### config.mk
export PLATFORM = sky130hd
export DESIGN_NAME = uart_host_ctrl
export DESIGN_NICKNAME = d
export VERILOG_FILES = /design/src/rtl/uart_host_ctrl.sv
export SDC_FILE = /design/constraint.sdc
export NUM_CORES = 1
export LEC_CHECK = 0
export BUFFER_PORTS_ARGS = -buffer_cell sky130_fd_sc_hd__buf_2
export CORE_UTILIZATION = 46
export CTS_BUF_LIST = sky130_fd_sc_hd__clkbuf_4 sky130_fd_sc_hd__clkbuf_8 sky130_fd_sc_hd__clkbuf_16
export DETAILED_ROUTE_END_ITERATION = 8
export GPL_ROUTABILITY_DRIVEN = 0
export PLACE_DENSITY = 0.8
export SYNTH_ARGS = -nofsm -noshare
export SYNTH_HDL_FRONTEND = slang
export SYNTH_SLANG_ARGS = --single-unit
export TNS_END_PERCENT = 1
### constraint.sdc
create_clock -name clk -period 1.7 [get_ports clk]
set_input_delay 0 -clock clk [delete_from_list [all_inputs] [get_ports clk]]
set_output_delay 0 -clock clk [all_outputs]
set_load 0.01 [all_outputs]
### src/rtl/uart_host_ctrl.sv
// Host-side sequencer for the uart_top config bus: programs divider/control after reset,
// pushes client TX bytes as TXDATA+START writes and drains RXDATA into a 1-entry buffer.
module uart_host_ctrl #(
  parameter logic [4:0]  ADDR_CTRL   = 5'd0,
  parameter logic [4:0]  ADDR_DIV    = 5'd1,
  parameter logic [4:0]  ADDR_TXDATA = 5'd2,
  parameter logic [4:0]  ADDR_RXDATA = 5'd3,
  parameter logic [4:0]  ADDR_CMD    = 5'd4,
  parameter int unsigned TX_TIMEOUT  = 4096
) (
  input  logic        clk,
  input  logic        rst,
  input  logic [15:0] div_i,
  input  logic        crc_en_i,
  input  logic        reconfig_i,
  input  logic        tx_valid_i,
  input  logic [7:0]  tx_data_i,
  output logic        tx_ready_o,
  output logic        rx_valid_o,
  output logic [7:0]  rx_data_o,
  input  logic        rx_ready_i,
  output logic        cfg_cs_o,
  output logic        cfg_we_o,
  output logic [4:0]  cfg_addr_o,
  output logic [31:0] cfg_data_o,
  input  logic [31:0] cfg_data_i,
  input  logic        tx_int_i,
  input  logic        rx_int_i,
  input  logic        err_int_i,
  output logic        busy_o,
  output logic [1:0]  err_o
);

  localparam int unsigned     CNT_W    = (TX_TIMEOUT > 2) ? $clog2(TX_TIMEOUT) : 1;
  localparam logic [CNT_W-1:0] CNT_LAST = CNT_W'(TX_TIMEOUT - 2);

  typedef enum logic [2:0] {
    INIT_DIV, INIT_CTRL, IDLE, RX_RD, RX_CAP, TX_WR, TX_GO, TX_WAIT
  } state_t;

  state_t            state, state_d;
  logic              armed;
  logic              reinit_pend, rx_pend;
  logic [CNT_W-1:0]  cnt;
  logic              cs_d, we_d, rdy_d;
  logic [4:0]        addr_d;
  logic [31:0]       data_d;
  logic              take_rx, take_reinit, cap, tmo;
  logic              rx_req, reinit_req;
  logic              unused_cfg;

  assign unused_cfg = ^cfg_data_i[31:8];
  assign rx_req     = rx_pend | rx_int_i;
  assign reinit_req = reinit_pend | reconfig_i;

  // Next state plus the bus strobe that coincides with the state being entered.
  always_comb begin
    state_d     = state;
    cs_d        = 1'b0;
    we_d        = 1'b0;
    addr_d      = '0;
    data_d      = '0;
    rdy_d       = 1'b0;
    take_rx     = 1'b0;
    take_reinit = 1'b0;
    cap         = 1'b0;
    tmo         = 1'b0;
    case (state)
      INIT_DIV: begin
        cs_d = 1'b1;
        we_d = 1'b1;
        if (!armed) begin
          // first cycle out of reset has no strobe yet; the DIV write follows it
          addr_d = ADDR_DIV;
          data_d = {16'b0, div_i};
        end else begin
          state_d = INIT_CTRL;
          addr_d  = ADDR_CTRL;
          data_d  = {29'b0, crc_en_i, 2'b11};
        end
      end
      INIT_CTRL: state_d = IDLE;
      IDLE: begin
        if (reinit_req) begin
          take_reinit = 1'b1;
          state_d     = INIT_DIV;
          cs_d        = 1'b1;
          we_d        = 1'b1;
          addr_d      = ADDR_DIV;
          data_d      = {16'b0, div_i};
        end else if (rx_req) begin
          take_rx = 1'b1;
          state_d = RX_RD;
          cs_d    = 1'b1;
          addr_d  = ADDR_RXDATA;
        end else if (tx_valid_i) begin
          state_d = TX_WR;
          rdy_d   = 1'b1;
          cs_d    = 1'b1;
          we_d    = 1'b1;
          addr_d  = ADDR_TXDATA;
          data_d  = {24'b0, tx_data_i};
        end
      end
      RX_RD:  state_d = RX_CAP;
      RX_CAP: begin
        state_d = IDLE;
        cap     = 1'b1;
      end
      TX_WR: begin
        state_d = TX_GO;
        cs_d    = 1'b1;
        we_d    = 1'b1;
        addr_d  = ADDR_CMD;
        data_d  = 32'h1;
      end
      TX_GO: state_d = TX_WAIT;
      TX_WAIT: begin
        if (tx_int_i) begin
          state_d = IDLE;
        end else if (cnt == CNT_LAST) begin
          state_d = IDLE;
          tmo     = 1'b1;
        end
      end
      default: state_d = INIT_DIV;
    endcase
  end

  // State, registered outputs, pending flags, timeout counter and rx buffer.
  always_ff @(posedge clk or negedge rst) begin
    if (!rst) begin
      state       <= INIT_DIV;
      armed       <= 1'b0;
      reinit_pend <= 1'b0;
      rx_pend     <= 1'b0;
      cnt         <= '0;
      cfg_cs_o    <= 1'b0;
      cfg_we_o    <= 1'b0;
      cfg_addr_o  <= '0;
      cfg_data_o  <= '0;
      tx_ready_o  <= 1'b0;
      busy_o      <= 1'b0;
      rx_valid_o  <= 1'b0;
      rx_data_o   <= '0;
      err_o       <= '0;
    end else begin
      state      <= state_d;
      armed      <= 1'b1;
      cfg_cs_o   <= cs_d;
      cfg_we_o   <= we_d;
      cfg_addr_o <= addr_d;
      cfg_data_o <= data_d;
      tx_ready_o <= rdy_d;
      busy_o     <= (state_d != IDLE);
      // a fresh event arriving while an older one is taken stays pending
      reinit_pend <= take_reinit ? (reinit_pend & reconfig_i) : reinit_req;
      rx_pend     <= take_rx ? (rx_pend & rx_int_i) : rx_req;
      if (state == TX_GO) begin
        cnt <= '0;
      end else if (state == TX_WAIT && cnt != '1) begin
        cnt <= cnt + CNT_W'(1);
      end
      if (rx_valid_o && rx_ready_i) begin
        rx_valid_o <= 1'b0;
      end
      if (cap && !rx_valid_o) begin
        rx_data_o  <= cfg_data_i[7:0];
        rx_valid_o <= 1'b1;
      end
      err_o[0] <= (err_o[0] & ~reconfig_i) | tmo;
      err_o[1] <= (err_o[1] & ~reconfig_i) | err_int_i | (cap & rx_valid_o);
    end
  end

endmodule
==> flow_summary.json <==
{
  "ys_seq_area_share_pct": 53.5,
  "viasPerCell": 5.04,
  "critPathMaxFanout": 9,
  "place_ws_ps": 76.9,
  "die_area_um2": 5590,
  "fillers": 384,
  "reg2reg_to": "cnt[8]$_DFFE_PN0P_",
  "grt_max_degree": 28,
  "htreeDepth": 2,
  "startpoint_type": "register",
  "syn_area_um2": 2430,
  "yosysTopAreaCellShare_pct": 53.5,
  "path_class": "reg2reg",
  "drc_errors": 0,
  "dr.pass1.iters": 4,
  "syn2layout_area_growth_pct": 38.4,
  "initialDrtViolationCount": 131,
  "die_x_um": 74.7,
  "critical_path_required_ps": 1940,
  "postSynthAreaPerCell_um2": 11.4,
  "clockRootBuffer": "clkbuf_8",
  "synth_ff_type": "dfrtp_1",
  "antenna_found_initial": 0,
  "synth_seq_cells": 52,
  "synthArstFlopShare_pct": 100,
  "final_cells": 409,
  "p_int_uw": 2700,
  "hold_violations": 0,
  "status": "finished clean",
  "cpPeakStageDelay_ps": 470,
  "whs_endpoint": "cfg_data_o[1]$_DFF_PN0_",
  "grt_setup_unrepaired": "no",
  "drv_slew": 0,
  "grt_pass1_wl_um": 9410,
  "core_region_area_um2": 5110,
  "wl_per_cell_um": 14.3,
  "rrSetupSlack_ps": 100,
  "synth_edf_count": 0,
  "cts_tree": "built",
  "synthCells": 214,
  "skew_ps": 7.62,
  "tns_ps": 0,
  "clk_latency_ps": 310,
  "p_switching_uw": 1440,
  "worst_hold_path_type": "in2reg",
  "fin_crit_sh_pct": 94.1,
  "arrival_ps": 1840,
  "switching_share_pct": 34.8,
  "drive_above_1_share_pct": 36.3,
  "drv_cap": 0,
  "multi_input_area_um2": 1010,
  "power_leakage_uw": 0.00167,
  "p_comb_share_pct": 38.7,
  "initial_core_util_pct": 47.6,
  "routed_wl_um": 5840,
  "hpwlAfterDp_um": 3640,
  "cts.reportedPaths.clkPinSlew_ps": 100,
  "crit_chain": "and3_4 -> nand4_2 -> or4_1 -> a21oi_1",
  "min_period_ps": 1600,
  "cts_sinks": 52,
  "row_count": 26,
  "die_h_um": 74.7,
  "setup_viol": 0,
  "end_kind": "register",
  "whs_path_depth": 3,
  "worstRegToRegCells": 4,
  "groute.usage.overall_pct": 22.7,
  "grt_overflow_total": 0,
  "slowest_stage": "dfrtp_2",
  "vias": 2060,
  "post_cts.repair.setup_buffers": 0,
  "fmaxAchievable_mhz": 625,
  "worst_hold_startpoint": "div_i[1]",
  "dp.cells": 366,
  "finish.net_count": 405,
  "ir_drop_v": 0.000808,
  "antennaDiodeCount": 0,
  "power_density_nw_per_um2": 1230,
  "fin_hold_ws_ps": 39.7,
  "ant_nets": 0,
  "max_slew.worst_pin.slew_ps": 607,
  "cts-buffers-inserted": 5,
  "first_global_vias": 2112,
  "fin_ws_ps": 100,
  "yosys.area.top_type": "dfrtp_1",
  "relSlewSlack_pct": 59.5,
  "synth.area.top_cells": "dfrtp_1, buf_4, mux2_2, and2_1, a22o_1",
  "register_area_um2": 1310,
  "fin_util_pct": 65.9,
  "seq_power_share_pct": 43.9,
  "io_buffers": 74,
  "yosysWarnings": 0,
  "r2r_start": "state[2]$_DFF_PN0_",
  "num_io_pins": 117,
  "cts.path.max_buffers": 2,
  "p_clk_share_pct": 17.4,
  "synth_cell_types": 51
}
## power by group through the flow
| stage | Clock (uW) | Combinational, uW | Sequential [uW] |
|---|---|---|---|
| 2_1_floorplan | 0 | 838 | 1910 |
| 3_3_place_gp | 0 | 1470 | 1810 |
| 3_5_place_dp | 0 | 1520 | 1820 |
| 4_1_cts | 733 | 1580 | 1800 |
| 5_1_grt | 785 | 1760 | 1870 |
| 6_report | 719 | 1600 | 1820 |
## flip-flops by register name, indices dropped and copies added (netlist names), 2 cells and up
signal,cells
cfg_addr_o,3
cnt,12
rx_data_o,8
err_o,2
state,3
cfg_data_o,16
## timing repair
action                                 4_1_cts  5_1_grt
gates resized for setup                      0        5
endpoints found under the hold margin       54        0
hold buffers                                35        0
setup endpoints to repair                    0       12
## per-stage QoR
step                      instance area, um2  power, uW
final                                   3370       4140
after global routing                    3370       4420
after CTS                               3360       4110
after detailed placement                2910       3330
after global placement                  2910       3270
after floorplan                         2500       2750
## cell usage after synthesis (2+ instances only)
| cell type | count |
|---|---|
| or4_1 | 4 |
| nand4_1 | 2 |
| nor2_1 | 10 |
| a221o_1 | 3 |
| dfrtp_1 | 52 |
| and2_1 | 10 |
| o31ai_1 | 4 |
| clkbuf_1 | 3 |
| a22o_1 | 6 |
| o2bb2ai_1 | 2 |
| a21oi_1 | 7 |
| a21o_1 | 2 |
| nor3b_1 | 2 |
| nand2_1 | 13 |
| nor2b_1 | 3 |
| inv_1 | 5 |
| nand2b_1 | 2 |
| nand3_1 | 5 |
| o21ai_0 | 5 |
| buf_4 | 21 |
| and4_1 | 2 |
| nor2_4 | 2 |
| conb_1 | 2 |
| mux2_2 | 8 |
| or3_1 | 3 |
| nor3_1 | 4 |
| nand4_2 | 2 |
| and3_1 | 3 |
| ha_1 | 2 |
| mux2i_1 | 4 |
## logic make-up (layout without fill, tap and decap cells)
| group | Yosys count | in the layout | synth area share, % |
|---|---|---|---|
| compound gates | 41 | 41 | 12.9 |
| xor+xnor | 1 | 1 | 0.360 |
| fa+ha+maj | 3 | 3 | 1.44 |
| buf+inv | 31 | 139 | 8.07 |
| flops | 52 | 52 | 53.5 |
| mux | 12 | 12 | 5.35 |
| other cells | 2 | 19 | 0.309 |
| simple gates | 72 | 72 | 18.1 |
## final cells by class
type	count	area share, %
multi-input combinational	148	29.9
tap	70	2.60
timing repair buffer	125	25.3
clock inverter	3	0.669
inverter	6	0.669
sequential	52	38.8
clock buffer	5	2.04
## worst max-delay path, delay by kind of cell (launching register included)
family	cells	cell delay, ps
AOI/OAI and AO/OA	1	160
DFF	1	470
and+or+nand+nor	3	900
## worst max-delay path by stage
stage / from / end / slack [ps] / depth (start not counted)
floorplan: state[0]$_DFF_PN0_ / rx_data_o[0]$_DFFE_PN0P_ / 180 / 3
global placement: cnt[0]$_DFFE_PN0P_ / cnt[9]$_DFFE_PN0P_ / 120 / 5
detailed placement: cnt[0]$_DFFE_PN0P_ / cnt[9]$_DFFE_PN0P_ / 80 / 5
CTS: state[0]$_DFF_PN0_ / cnt[8]$_DFFE_PN0P_ / 30 / 4
global route: state[2]$_DFF_PN0_ / cnt[8]$_DFFE_PN0P_ / 6 / 4
finish: state[2]$_DFF_PN0_ / cnt[8]$_DFFE_PN0P_ / 100 / 4
## routing by layer
| metal | up-vias | track usage (%) | wire length (um) | part of all wire [%] |
|---|---|---|---|---|
| met5 | - | 0 | 0 | 0 |
| met4 | 0 | 7.55 | 87 | 1.5 |
| met3 | 11 | 5.09 | 335 | 5.7 |
| met2 | 75 | 43.7 | 3140 | 54 |
| met1 | 998 | 24.2 | 2270 | 39 |
| li1 | 976 | - | - | - |
## placed cells by master, fill, tap and decap left out, types with 4 or more instances in the layout
cell / instances
a21oi_1: 7
a22o_1: 6
and2_1: 10
buf_2: 74
buf_4: 15
clkbuf_8: 5
conb_1: 19
dfrtp_1: 49
dlygate4sd3_1: 35
inv_1: 5
mux2_2: 8
mux2i_1: 4
nand2_1: 13
nand3_1: 5
nor2_1: 10
nor3_1: 4
o21ai_0: 5
o31ai_1: 4
or4_1: 4
No activity file was read; power rests on OpenSTA's default activity.
